## src/rtl/pipe_pkg.sv

```systemverilog
// Shared encodings for the pipeline stall/flush sequencer: stage-register
// condition codes, sequencer states and the per-stage condition bundle.
package pipe_pkg;

    localparam logic [1:0] COND_FLUSH = 2'd0;
    localparam logic [1:0] COND_LOAD  = 2'd1;
    localparam logic [1:0] COND_HOLD  = 2'd2;

    typedef enum logic [1:0] {
        RUN      = 2'd0,
        MEM_WAIT = 2'd1,
        ERR      = 2'd2
    } pipe_state_t;

    typedef struct packed {
        logic [1:0] pc;
        logic [1:0] ifid;
        logic [1:0] idex;
        logic [1:0] exmem;
        logic [1:0] memwb;
    } cond_vec_t;

    function automatic cond_vec_t cond_vec(input logic [1:0] pc, input logic [1:0] ifid,
                                           input logic [1:0] idex, input logic [1:0] exmem,
                                           input logic [1:0] memwb);
        cond_vec_t v;
        v.pc    = pc;
        v.ifid  = ifid;
        v.idex  = idex;
        v.exmem = exmem;
        v.memwb = memwb;
        return v;
    endfunction

endpackage

```

## src/rtl/hazard_detect.sv

```systemverilog
// Load-use hazard detection: the load in EX writes a register the ID
// instruction is about to read. Register 0 is hardwired and never hazards.
module hazard_detect (
    input  logic [4:0] ifid_rs,
    input  logic [4:0] ifid_rt,
    input  logic       ifid_uses_rt,
    input  logic       idex_memread,
    input  logic [4:0] idex_rt,
    output logic       load_use
);

    assign load_use = idex_memread & (idex_rt != 5'd0) &
                      ((idex_rt == ifid_rs) | (ifid_uses_rt & (idex_rt == ifid_rt)));

endmodule

```

## src/rtl/pipeline_ctrl.sv

```systemverilog
// Stall/flush sequencer for the 5-stage pipeline: per-stage condition codes,
// memory-wait watchdog and saturating stall/redirect counters.
module pipeline_ctrl
    import pipe_pkg::*;
#(
    parameter int MEM_TIMEOUT = 16,
    parameter int CNT_W       = 16
) (
    input  logic             clk,
    input  logic             reset,
    input  logic [4:0]       ifid_rs,
    input  logic [4:0]       ifid_rt,
    input  logic             ifid_uses_rt,
    input  logic             idex_memread,
    input  logic [4:0]       idex_rt,
    input  logic             branch_taken,
    input  logic             jump_id,
    input  logic             exmem_memread,
    input  logic             exmem_memwrite,
    input  logic             dmem_ready,
    output logic [1:0]       pc_cond,
    output logic [1:0]       ifid_cond,
    output logic [1:0]       idex_cond,
    output logic [1:0]       exmem_cond,
    output logic [1:0]       memwb_cond,
    output logic             mem_err,
    output logic [CNT_W-1:0] stall_cnt,
    output logic [CNT_W-1:0] flush_cnt
);

    localparam int                WAIT_W     = $clog2(MEM_TIMEOUT + 1);
    localparam logic [WAIT_W-1:0] WAIT_LIMIT = WAIT_W'(MEM_TIMEOUT);
    localparam logic [WAIT_W-1:0] WAIT_ONE   = WAIT_W'(1);
    localparam logic [WAIT_W-1:0] WAIT_ZERO  = WAIT_W'(0);
    localparam logic [CNT_W-1:0]  CNT_MAX    = {CNT_W{1'b1}};
    localparam logic [CNT_W-1:0]  CNT_ONE    = CNT_W'(1);
    localparam logic [CNT_W-1:0]  CNT_ZERO   = CNT_W'(0);

    pipe_state_t       state_r;
    logic [WAIT_W-1:0] wait_cnt_r;
    logic              mem_err_r;
    logic [CNT_W-1:0]  stall_cnt_r;
    logic [CNT_W-1:0]  flush_cnt_r;

    logic      mem_stall_s;
    logic      load_use_s;
    logic      err_s;
    logic      stall_evt_s;
    logic      flush_evt_s;
    cond_vec_t cond_s;

    assign mem_stall_s = (exmem_memread | exmem_memwrite) & ~dmem_ready;
    // Any encoding other than RUN/MEM_WAIT is treated as the fail-safe frozen state.
    assign err_s       = (state_r != RUN) && (state_r != MEM_WAIT);

    hazard_detect u_hazard_detect (
        .ifid_rs      (ifid_rs),
        .ifid_rt      (ifid_rt),
        .ifid_uses_rt (ifid_uses_rt),
        .idex_memread (idex_memread),
        .idex_rt      (idex_rt),
        .load_use     (load_use_s)
    );

    // Priority mux for stage conditions; a memory stall masks redirects and hazards,
    // which the held EX/ID registers re-present once memory completes.
    always_comb begin
        cond_s      = cond_vec(COND_FLUSH, COND_FLUSH, COND_FLUSH, COND_FLUSH, COND_FLUSH);
        stall_evt_s = 1'b0;
        flush_evt_s = 1'b0;
        if (!reset) begin
            cond_s = cond_vec(COND_FLUSH, COND_FLUSH, COND_FLUSH, COND_FLUSH, COND_FLUSH);
        end else if (err_s) begin
            cond_s      = cond_vec(COND_HOLD, COND_HOLD, COND_HOLD, COND_HOLD, COND_HOLD);
            stall_evt_s = 1'b1;
        end else if (mem_stall_s) begin
            cond_s      = cond_vec(COND_HOLD, COND_HOLD, COND_HOLD, COND_HOLD, COND_FLUSH);
            stall_evt_s = 1'b1;
        end else if (branch_taken) begin
            cond_s      = cond_vec(COND_LOAD, COND_FLUSH, COND_FLUSH, COND_LOAD, COND_LOAD);
            flush_evt_s = 1'b1;
        end else if (load_use_s) begin
            cond_s      = cond_vec(COND_HOLD, COND_HOLD, COND_FLUSH, COND_LOAD, COND_LOAD);
            stall_evt_s = 1'b1;
        end else if (jump_id) begin
            cond_s      = cond_vec(COND_LOAD, COND_FLUSH, COND_LOAD, COND_LOAD, COND_LOAD);
            flush_evt_s = 1'b1;
        end else begin
            cond_s      = cond_vec(COND_LOAD, COND_LOAD, COND_LOAD, COND_LOAD, COND_LOAD);
        end
    end

    // Sequencer FSM, memory-wait watchdog and saturating performance counters.
    always_ff @(posedge clk or negedge reset) begin
        if (!reset) begin
            state_r     <= RUN;
            wait_cnt_r  <= WAIT_ZERO;
            mem_err_r   <= 1'b0;
            stall_cnt_r <= CNT_ZERO;
            flush_cnt_r <= CNT_ZERO;
        end else begin
            if (stall_evt_s && (stall_cnt_r != CNT_MAX)) begin
                stall_cnt_r <= stall_cnt_r + CNT_ONE;
            end
            if (flush_evt_s && (flush_cnt_r != CNT_MAX)) begin
                flush_cnt_r <= flush_cnt_r + CNT_ONE;
            end
            case (state_r)
                RUN: begin
                    if (mem_stall_s) begin
                        state_r    <= MEM_WAIT;
                        wait_cnt_r <= WAIT_ONE;
                    end
                end
                MEM_WAIT: begin
                    if (!mem_stall_s) begin
                        state_r    <= RUN;
                        wait_cnt_r <= WAIT_ZERO;
                    end else if (wait_cnt_r == WAIT_LIMIT) begin
                        state_r   <= ERR;
                        mem_err_r <= 1'b1;
                    end else begin
                        wait_cnt_r <= wait_cnt_r + WAIT_ONE;
                    end
                end
                ERR: begin
                    mem_err_r <= 1'b1;
                end
                default: begin
                    state_r   <= ERR;
                    mem_err_r <= 1'b1;
                end
            endcase
        end
    end

    assign pc_cond    = cond_s.pc;
    assign ifid_cond  = cond_s.ifid;
    assign idex_cond  = cond_s.idex;
    assign exmem_cond = cond_s.exmem;
    assign memwb_cond = cond_s.memwb;
    assign mem_err    = mem_err_r;
    assign stall_cnt  = stall_cnt_r;
    assign flush_cnt  = flush_cnt_r;

endmodule
```

## config.mk

```make
export PLATFORM = sky130hd
export DESIGN_NAME = pipeline_ctrl
export DESIGN_NICKNAME = d
export VERILOG_FILES = /design/src/rtl/pipe_pkg.sv /design/src/rtl/hazard_detect.sv /design/src/rtl/pipeline_ctrl.sv
export SDC_FILE = /design/constraint.sdc
export NUM_CORES = 1
export LEC_CHECK = 0
export ABC_CLOCK_PERIOD_IN_PS = 5550
export BUFFER_PORTS_ARGS = -buffer_cell sky130_fd_sc_hd__buf_4
export CAP_MARGIN = 10
export CORE_ASPECT_RATIO = 1.4
export CORE_MARGIN = 2
export CORE_UTILIZATION = 55
export DETAILED_ROUTE_END_ITERATION = 8
export PLACE_DENSITY_LB_ADDON = 0.2
export SETUP_SLACK_MARGIN = 0.2
export SYNTH_ARGS = -nofsm -noshare
export SYNTH_HDL_FRONTEND = slang
export SYNTH_SLANG_ARGS = --single-unit
```

## constraint.sdc

```tcl
create_clock -name clk -period 5.55 [get_ports clk]
set_clock_uncertainty 0.1 [all_clocks]
set_input_delay 1.665 -clock clk [delete_from_list [all_inputs] [get_ports clk]]
set_output_delay 1.665 -clock clk [all_outputs]
set_load 0.1 [all_outputs]
```

Yosys cells after proc, flatten, opt, wreduce, memory -nomap -nowiden
Cells that the tools add are included.
{"block": "word_totals", "register_bits": 40, "input_bits": 24, "output_inout_bits": 43, "elab_cells": 68}
{"block": "classes", "add_sub_neg": 3, "n_eq_ne": 13, "mux": 28, "bitwise": 9, "n_reduce_logical": 10}
{"operator": "$mux 10", "count": 5}
{"operator": "$add 16x1->16 const B", "count": 2}
{"operator": "$ne 16x16->1 const B", "count": 2}
{"operator": "$mux 5", "count": 3}
{"operator": "$mux 1", "count": 13}
{"operator": "$eq 5x5->1", "count": 2}
{"operator": "$pmux 5 s2", "count": 1}
{"operator": "$reduce_and 3->1", "count": 3}
{"operator": "$mux 7", "count": 1}
{"operator": "$mux 2", "count": 3}
{"operator": "$ne 2x2->1 const B", "count": 3}
{"operator": "$ne 3x3->1 const B", "count": 2}
{"operator": "$pmux 2 s3", "count": 1}
{"operator": "$add 5x1->5 const B", "count": 1}
{"operator": "$eq 5x5->1 const B", "count": 1}
{"operator": "$reduce_bool 5->1", "count": 1}
{"operator": "$and 1x1->1", "count": 4}
{"operator": "$reduce_bool 2->1", "count": 2}
{"operator": "$logic_and 1x1->1", "count": 3}
{"operator": "$not 1->1", "count": 3}
{"operator": "$eq 2x1->1 const B", "count": 1}
{"operator": "$eq 2x2->1 const B", "count": 1}
{"operator": "$logic_not 2->1", "count": 1}
{"operator": "$ne 2x1->1 const B", "count": 1}
{"operator": "2 further kinds", "count": 3}

Depth between registers and ports, before layout
Gate-level depths: netlist of the first run.
{"block": "depth", "word_depth": 10, "mapped_depth": 9, "ltp_nobuf": 8}

Modules after synthesis
A second synthesis of the first run with hierarchy kept.
{"block": "hier_totals", "hier_cells": 212, "area_unflattened_um2": 2142.1}
{"module": "pipeline_ctrl", "n_inst": 1, "cells_each": 195, "area_per_inst_um2": 2009.4, "seq_area_each_um2": 1001.0}
{"module": "hazard_detect", "n_inst": 1, "cells_each": 17, "area_per_inst_um2": 132.6, "seq_area_each_um2": 0.0}

Worst setup path before layout of the first run
OpenSTA, ideal clock, no wires.
{"block": "synth_timing", "path_type": "input to output", "startpoint": "input exmem_memwrite", "endpoint": "output ifid_cond[0]", "t_arrival_ns": 6.429, "required_time_ns": 3.785, "setup_slack_ns": -2.644, "cell_stages": 5, "path_buffers": 0, "path_cell_list": "nor2_1 > nor2_1 > nor3_1 > nand2_1 > nor3_1"}
{"block": "synth_via", "elab_chain_cells": 5}
{"element": "start: declaration", "line_no": "pipeline_ctrl.sv:19", "source": "input logic exmem_memwrite,"}
{"element": "$or 1x1->1", "line_no": "pipeline_ctrl.sv:52", "source": "assign mem_stall_s = (exmem_memread | exmem_memwrite) & ~dmem_ready;"}
{"element": "$and 1x1->1", "line_no": "pipeline_ctrl.sv:52"}
{"element": "$mux 10", "line_no": "pipeline_ctrl.sv:76", "source": "end else if (mem_stall_s) begin"}
{"element": "$mux 10", "line_no": "pipeline_ctrl.sv:73", "source": "end else if (err_s) begin"}
{"element": "$mux 10", "line_no": "pipeline_ctrl.sv:71", "source": "if (!reset) begin"}
{"element": "end: declaration", "line_no": "pipeline_ctrl.sv:22", "source": "output logic [1:0] ifid_cond,"}
Every way passes these cells.

Worst setup path in the final report of the first run
{"block": "layout_timing", "startpoint": "input idex_rt[0]", "endpoint": "output ifid_cond[0]"}
{"block": "layout_via", "elab_chain_cells": 9, "elab_cells_between_ends": 12, "cone_classes": "eq/ne (2); mux (5); bitwise (4); reduce/logical (1)"}
{"element": "start: declaration", "line_no": "pipeline_ctrl.sv:15", "source": "input logic [4:0] idex_rt,"}
{"element": "$eq 5x5->1", "line_no": "hazard_detect.sv:13", "source": "((idex_rt == ifid_rs) | (ifid_uses_rt & (idex_rt == ifid_rt)));"}
{"element": "$and 1x1->1", "line_no": "hazard_detect.sv:13"}
{"element": "$or 1x1->1", "line_no": "hazard_detect.sv:13"}
{"element": "$and 1x1->1 (*)", "line_no": "hazard_detect.sv:12", "source": "assign load_use = idex_memread & (idex_rt != 5'd0) &"}
{"element": "$mux 10 (*)", "line_no": "pipeline_ctrl.sv:82", "source": "end else if (load_use_s) begin"}
{"element": "$mux 10 (*)", "line_no": "pipeline_ctrl.sv:79", "source": "end else if (branch_taken) begin"}
{"element": "$mux 10 (*)", "line_no": "pipeline_ctrl.sv:76"}
{"element": "$mux 10 (*)", "line_no": "pipeline_ctrl.sv:73"}
{"element": "$mux 10 (*)", "line_no": "pipeline_ctrl.sv:71"}
Every way passes the cells marked *; elsewhere a longest branch is shown, timed or not.

==> impl_metrics.yaml, run 1 <==
status:
  status: "completed"
critical_path:
  setup.worst_path.start_class: "input pin"
  critPathMaxFanout: 5
  arrival_ps: 3290
  worstSetupPathType: "in -> out"
  crit_required_ps: 3790
  endpoint_kind: "output pin"
  reg2reg_slack_ps: 3210
cts:
  insertion_delay_ps: 280
  postCtsSetupBuffers: 0
  ctsHoldBuffers: 0
  clkTransAtPathRegs_ps: 80
  clkSinkCount: 40
  htreeDepth: 2
  cts_tree: "done"
  cts-root-buf: "clkbuf_8"
  cts_buffers: 5
  cts_resized: 0
  cts_buffer_depth: 2
sta:
  relSlewSlack_pct: 53.5
  max_freq_mhz: 198
  report.final.slew_viol_count: 0
  hold_violations: 0
  setup_viol: 0
  post-route-period-util_pct: 91.0
  worst_pin_slew_ps: 689
  period_needed_ps: 5050
  setup_tns_ps: 0
  rsz0062_at_grt: "no"
floorplan:
  std_cell_rows: 26
  dieHeight_um: 78.0
  dieArea_um2: 4440
  start_util_pct: 58.0
  fp.dieW_um: 56.9
  coreArea_um2: 3710
  pin_count: 67
detailed_routing:
  routed_via_density: 5.43
  wl_um: 4630
  ant_nets: 0
  drtIter0Drc: 51
  dr.pass1.iters: 4
  num_vias: 1781
  wl_per_cell_um: 14.1
  drc: 0
logic_synthesis:
  synth_area_um2: 2150
  synth-seq-cells: 40
  synth_nets: 243
  yosysSeqAreaShare_pct: 46.5
  avgSynthCellArea_um2: 10.0
  ys_warn_count: 0
  postSynthCellCount: 215
  synthDistinctLibCells: 37
global_route:
  grt_pass1_vias: 1771
  use_met1_pct: 27.6
  grt_pass1_wl_um: 7950
  grt_util_met2_pct: 40.5
  grt_max_degree: 28
  met3_usage_pct: 4.28
  grt_overflow: 0
  top_usage_layer: "met2"
  antenna_found_initial: 0
  grt_usage_pct: 22.6
min_path:
  hold_class: "reg -> reg"
placement:
  place_inst: 320
  hpwlAfterDp_um: 3400
  place.gp.congestion: 0.771
  port_buffers: 66
  dpl_cell_area_um2: 2710
cells_and_area:
  syn_to_final_growth_pct: 31.7
  layoutNonFillerInstCount: 328
  final_cell_area_um2: 2830
  nets: 313
  post-route-util_pct: 76.4
  diodes: 0
  drive_above_1_share_pct: 32.9
flow_run:
  maxCapViolCount: 0
pwr:
  power_density_nw_per_um2: 331
  ir_drop_uv: 550
  p_leak_uw: 0.00139
[metal layers]
metal,routed length (um),vias to the layer above,part of all wire [%]
met4,63,0,1.4
li1,-,879,-
met3,267,6,5.8
met1,1940,838,42
met5,0,-,0
met2,2370,58,51
[critical path, stage by stage]
cell,delay (ps)
buf_4,120
or4_1,550
o21ai_2,190
or2_2,190
nand2_1,130
nor3_4,130
buf_4,300
[state kept, by name, summed over array words and instances (netlist names)]
name,flops
flush_cnt,16
mem_err,1
state_r,2
wait_cnt_r,5
stall_cnt,16
[power breakdown]
group / switching, uW / leakage (uW) / total [uW] / internal [uW]
sequential: 32.5 / 0.000517 / 350 / 317
combinational: 255 / 0.000812 / 332 / 77.7
clock: 97.1 / 0.0000645 / 256 / 159
total: 384 / 0.00139 / 938 / 554
[metrics by stage]
step / total power (uW) / setup WS (ps) / hold slack, ps
4_1_cts: 945 / 487 / 384
3_3_place_gp: 682 / 501 / 359
5_1_grt: 978 / 392 / 415
6_report: 938 / 497 / 379
2_1_floorplan: 604 / -162 / 387
3_5_place_dp: 688 / 489 / 365
[Yosys cell counts, drive strengths merged]
library cell,number,area share [%]
dfrtp,40,47
xor2,26,11
nand2,22,4.2
nor2,18,3.1
nand3,15,3.5
nor3,15,4.7
xnor2,14,5.7
inv,10,1.7
o21ai,9,2.3
nand4,6,1.7
nor4,6,2.0
buf,4,1.6
ha,4,2.3
a21oi,3,0.70
or2,3,0.87
and3,2,0.58
mux2,2,1.0
o211ai,2,0.93
o21a,2,0.70
a211oi,1,0.35
a22o,1,0.41
a32oi,1,0.41
and2,1,0.29
and4,1,0.41
clkbuf,1,0.17
nand3b,1,0.35
nor4bb,1,0.47
o211a,1,0.47
o41ai,1,1.3
or3,1,0.29
or4,1,0.35
[logic make-up after synthesis]
family / Yosys count / synth area share, %
buf+inv: 15 / 3.49
xor+xnor: 40 / 16.3
flops: 40 / 46.5
simple gates: 93 / 22.8
compound gates: 21 / 7.50
mux: 2 / 1.05
fa+ha+maj: 4 / 2.33
[cells in the final DEF, fill, tap and decap left out, drive strengths merged, types with 3 or more instances in the layout]
master,count
a21oi,3
buf,68
clkbuf,7
dfrtp,40
ha,4
inv,10
nand2,22
nand3,15
nand4,6
nor2,18
nor3,15
nor4,6
o21ai,9
or2,3
xnor2,14
xor2,26
[layout make-up]
class,instances,area (um2)
clock inverters,1,30.0
multi-input cells,160,1110
repair buffers,68,510
flip-flops and latches,40,1000
well taps,42,52.6
clock buffers,7,96.3
fillers,282,875
inverters,10,37.5
[worst paths after layout]
check	start	to	depth (start not counted)
hold / removal	mem_err	mem_err	1
hold reg to reg	mem_err	mem_err	1
max in group asynchronous	reset	stall_cnt[9]	2
setup reg to reg	stall_cnt[0]	stall_cnt[1]	7
min in group asynchronous	reset	state_r[0]	1
setup / recovery	idex_rt[0]	ifid_cond[0]	7
Note: power is estimated with default switching activity, not from simulation.
==> run 2: changes to the inputs <==
--- a/config.mk
+++ b/config.mk
@@ -5,12 +5,12 @@
 export SDC_FILE = /design/constraint.sdc
 export NUM_CORES = 1
 export LEC_CHECK = 0
-export ABC_CLOCK_PERIOD_IN_PS = 5550
+export ABC_CLOCK_PERIOD_IN_PS = 5030
 export BUFFER_PORTS_ARGS = -buffer_cell sky130_fd_sc_hd__buf_4
 export CAP_MARGIN = 10
 export CORE_ASPECT_RATIO = 1.4
 export CORE_MARGIN = 2
-export CORE_UTILIZATION = 55
+export CORE_UTILIZATION = 51
 export DETAILED_ROUTE_END_ITERATION = 8
 export PLACE_DENSITY_LB_ADDON = 0.2
 export SETUP_SLACK_MARGIN = 0.2
==> constraint.sdc (replaced) <==
create_clock -name clk -period 5.03 [get_ports clk]
set_clock_uncertainty 0.1 [all_clocks]
set_input_delay 1.509 -clock clk [delete_from_list [all_inputs] [get_ports clk]]
set_output_delay 1.509 -clock clk [all_outputs]
set_load 0.1 [all_outputs]
==> run 2 against run 1 <==
The run now ends with design-rule violations left. Register-to-register slack got worse by 490 ps. Highest routed layer unchanged. Critical endpoint unchanged. Cell area is 0.57% lower. First-iteration DRC count decreased by 9.8%.
==> impl_metrics.yaml, run 2 (same netlist as run 1, synthesis figures left out) <==
status:
  status: "finished, violations left"
  violations: "design-rule violations"
critical_path:
  arrival_ps: 3080
  r2r_end: "stall_cnt[1]"
  reg2reg_slack_ps: 2720
  endpoint_kind: "output pin"
  crit_required_ps: 3420
  rr_startpoint: "stall_cnt[0]"
  reg2reg_depth: 7
  setup.worst_path.start_class: "input pin"
  critPathMaxFanout: 5
  worstSetupPathType: "in -> out"
floorplan:
  start_util_pct: 54.0
  std_cell_rows: 27
  fp.dieW_um: 58.9
  pin_count: 67
  dieArea_um2: 4760
  coreArea_um2: 3990
  dieHeight_um: 80.9
placement:
  hpwlAfterDp_um: 3540
  place_inst: 321
  place.gp.congestion: 0.752
  dpl_cell_area_um2: 2730
  port_buffers: 66
cells_and_area:
  final_common_cell: "buf_4"
  syn_to_final_growth_pct: 30.9
  final_cell_mix: "68 x buf_4, 40 x dfrtp_1, 26 x xor2_1, 20 x nand2_1"
  nets: 313
  layoutNonFillerInstCount: 329
  drive_above_1_share_pct: 33.6
  seq_area_um2: 1000
  nFillCells: 325
  final_cell_area_um2: 2820
  multi_input_comb_area_um2: 1120
  diodes: 0
sta:
  relSlewSlack_pct: 50.2
  max_freq_mhz: 213
  setup_tns_ps: 0
  worst_pin_slew_ps: 736
  setup_viol: 0
  period_needed_ps: 4690
  post-route-period-util_pct: 93.3
  hold_violations: 0
  report.final.slew_viol_count: 0
  rsz0062_at_grt: "no"
cts:
  cts_buffers: 5
  cts_tree: "done"
  clkSinkCount: 40
  htreeDepth: 2
  cts-root-buf: "clkbuf_8"
  ctsHoldBuffers: 0
  insertion_delay_ps: 290
  clkTransAtPathRegs_ps: 80
  cts_resized: 0
  postCtsSetupBuffers: 0
  cts_buffer_depth: 2
detailed_routing:
  num_vias: 1771
  wl_per_cell_um: 14.1
  dr.pass1.iters: 6
  ant_nets: 0
  wl_um: 4630
  routed_via_density: 5.38
  drc: 9
  drtIter0Drc: 46
global_route:
  grt_pass1_vias: 1705
  grt_pass1_wl_um: 7460
  grt_usage_pct: 20.5
  grt_overflow: 0
  grt_max_degree: 27
  antenna_found_initial: 0
pwr:
  power_density_nw_per_um2: 344
  ir_drop_uv: 612
  p_leak_uw: 0.00138
min_path:
  worstHoldStart: "mem_err"
  hold_depth: 1
  hold_class: "reg -> reg"
  min_to: "mem_err"
flow_run:
  maxCapViolCount: 0
run 2: cell count changes in the layout (fill, tap and decap cells not counted):
cell / delta
nor2_1: -2
bufinv_16: -1
clkbuf_8: -1
clkbuf_1: +2
nor2_4: +2
nand2_2: +1
o21a_1: -1
o21a_2: +1
nand2_1: -1
run 2: cell type report:
class                           instances  share of cell area, %
Multi-Input combinational cell        160                   39.9
Sequential cell                        40                   35.5
Timing Repair Buffer                   68                   18.1
Clock buffer                            8                   3.20
Tap cell                               43                   1.91
Inverter                               10                   1.33
run 2: stage by stage:
stage	utilization, %	setup WS (ps)	hold WS, ps	total power [uW]
floorplan	-	-370	387	667
global placement	68.4	351	356	753
detailed placement	68.4	346	376	758
CTS	70.7	331	394	978
global route	70.7	248	399	1010
finish	70.7	338	380	970
run 2: how the worst max path moves through the flow:
stage / from / end / slack (ps) / cells after the start
CTS: idex_rt[0] / ifid_cond[0] / 330 / 7
detailed placement: idex_rt[0] / ifid_cond[0] / 350 / 7
global route: idex_rt[0] / ifid_cond[0] / 250 / 7
global placement: idex_rt[0] / ifid_cond[0] / 350 / 7
finish: idex_rt[0] / ifid_cond[0] / 340 / 7
floorplan: idex_rt[3] / pc_cond[1] / -370 / 5
run 2: layer usage:
metal | vias up | track usage (%) | share of wire, %
li1 | 878 | - | -
met1 | 836 | 24.4 | 41
met2 | 50 | 35.6 | 51
met3 | 7 | 4.78 | 7.0
met4 | 0 | 7.50 | 1.5
met5 | - | 0 | 0
run 2: power by group:
part | switching [uW] | internal [uW] | total [uW] | leakage [uW]
logic | 280 | 86.0 | 366 | 0.000813
registers | 32.9 | 350 | 383 | 0.000517
clock network | 108 | 112 | 220 | 0.0000455
run 2: critical path, stage by stage:
cell	delay, ps
buf_4	120
or4_1	540
o21ai_2	190
or2_2	200
nand2_2	100
nor3_4	120
buf_4	310
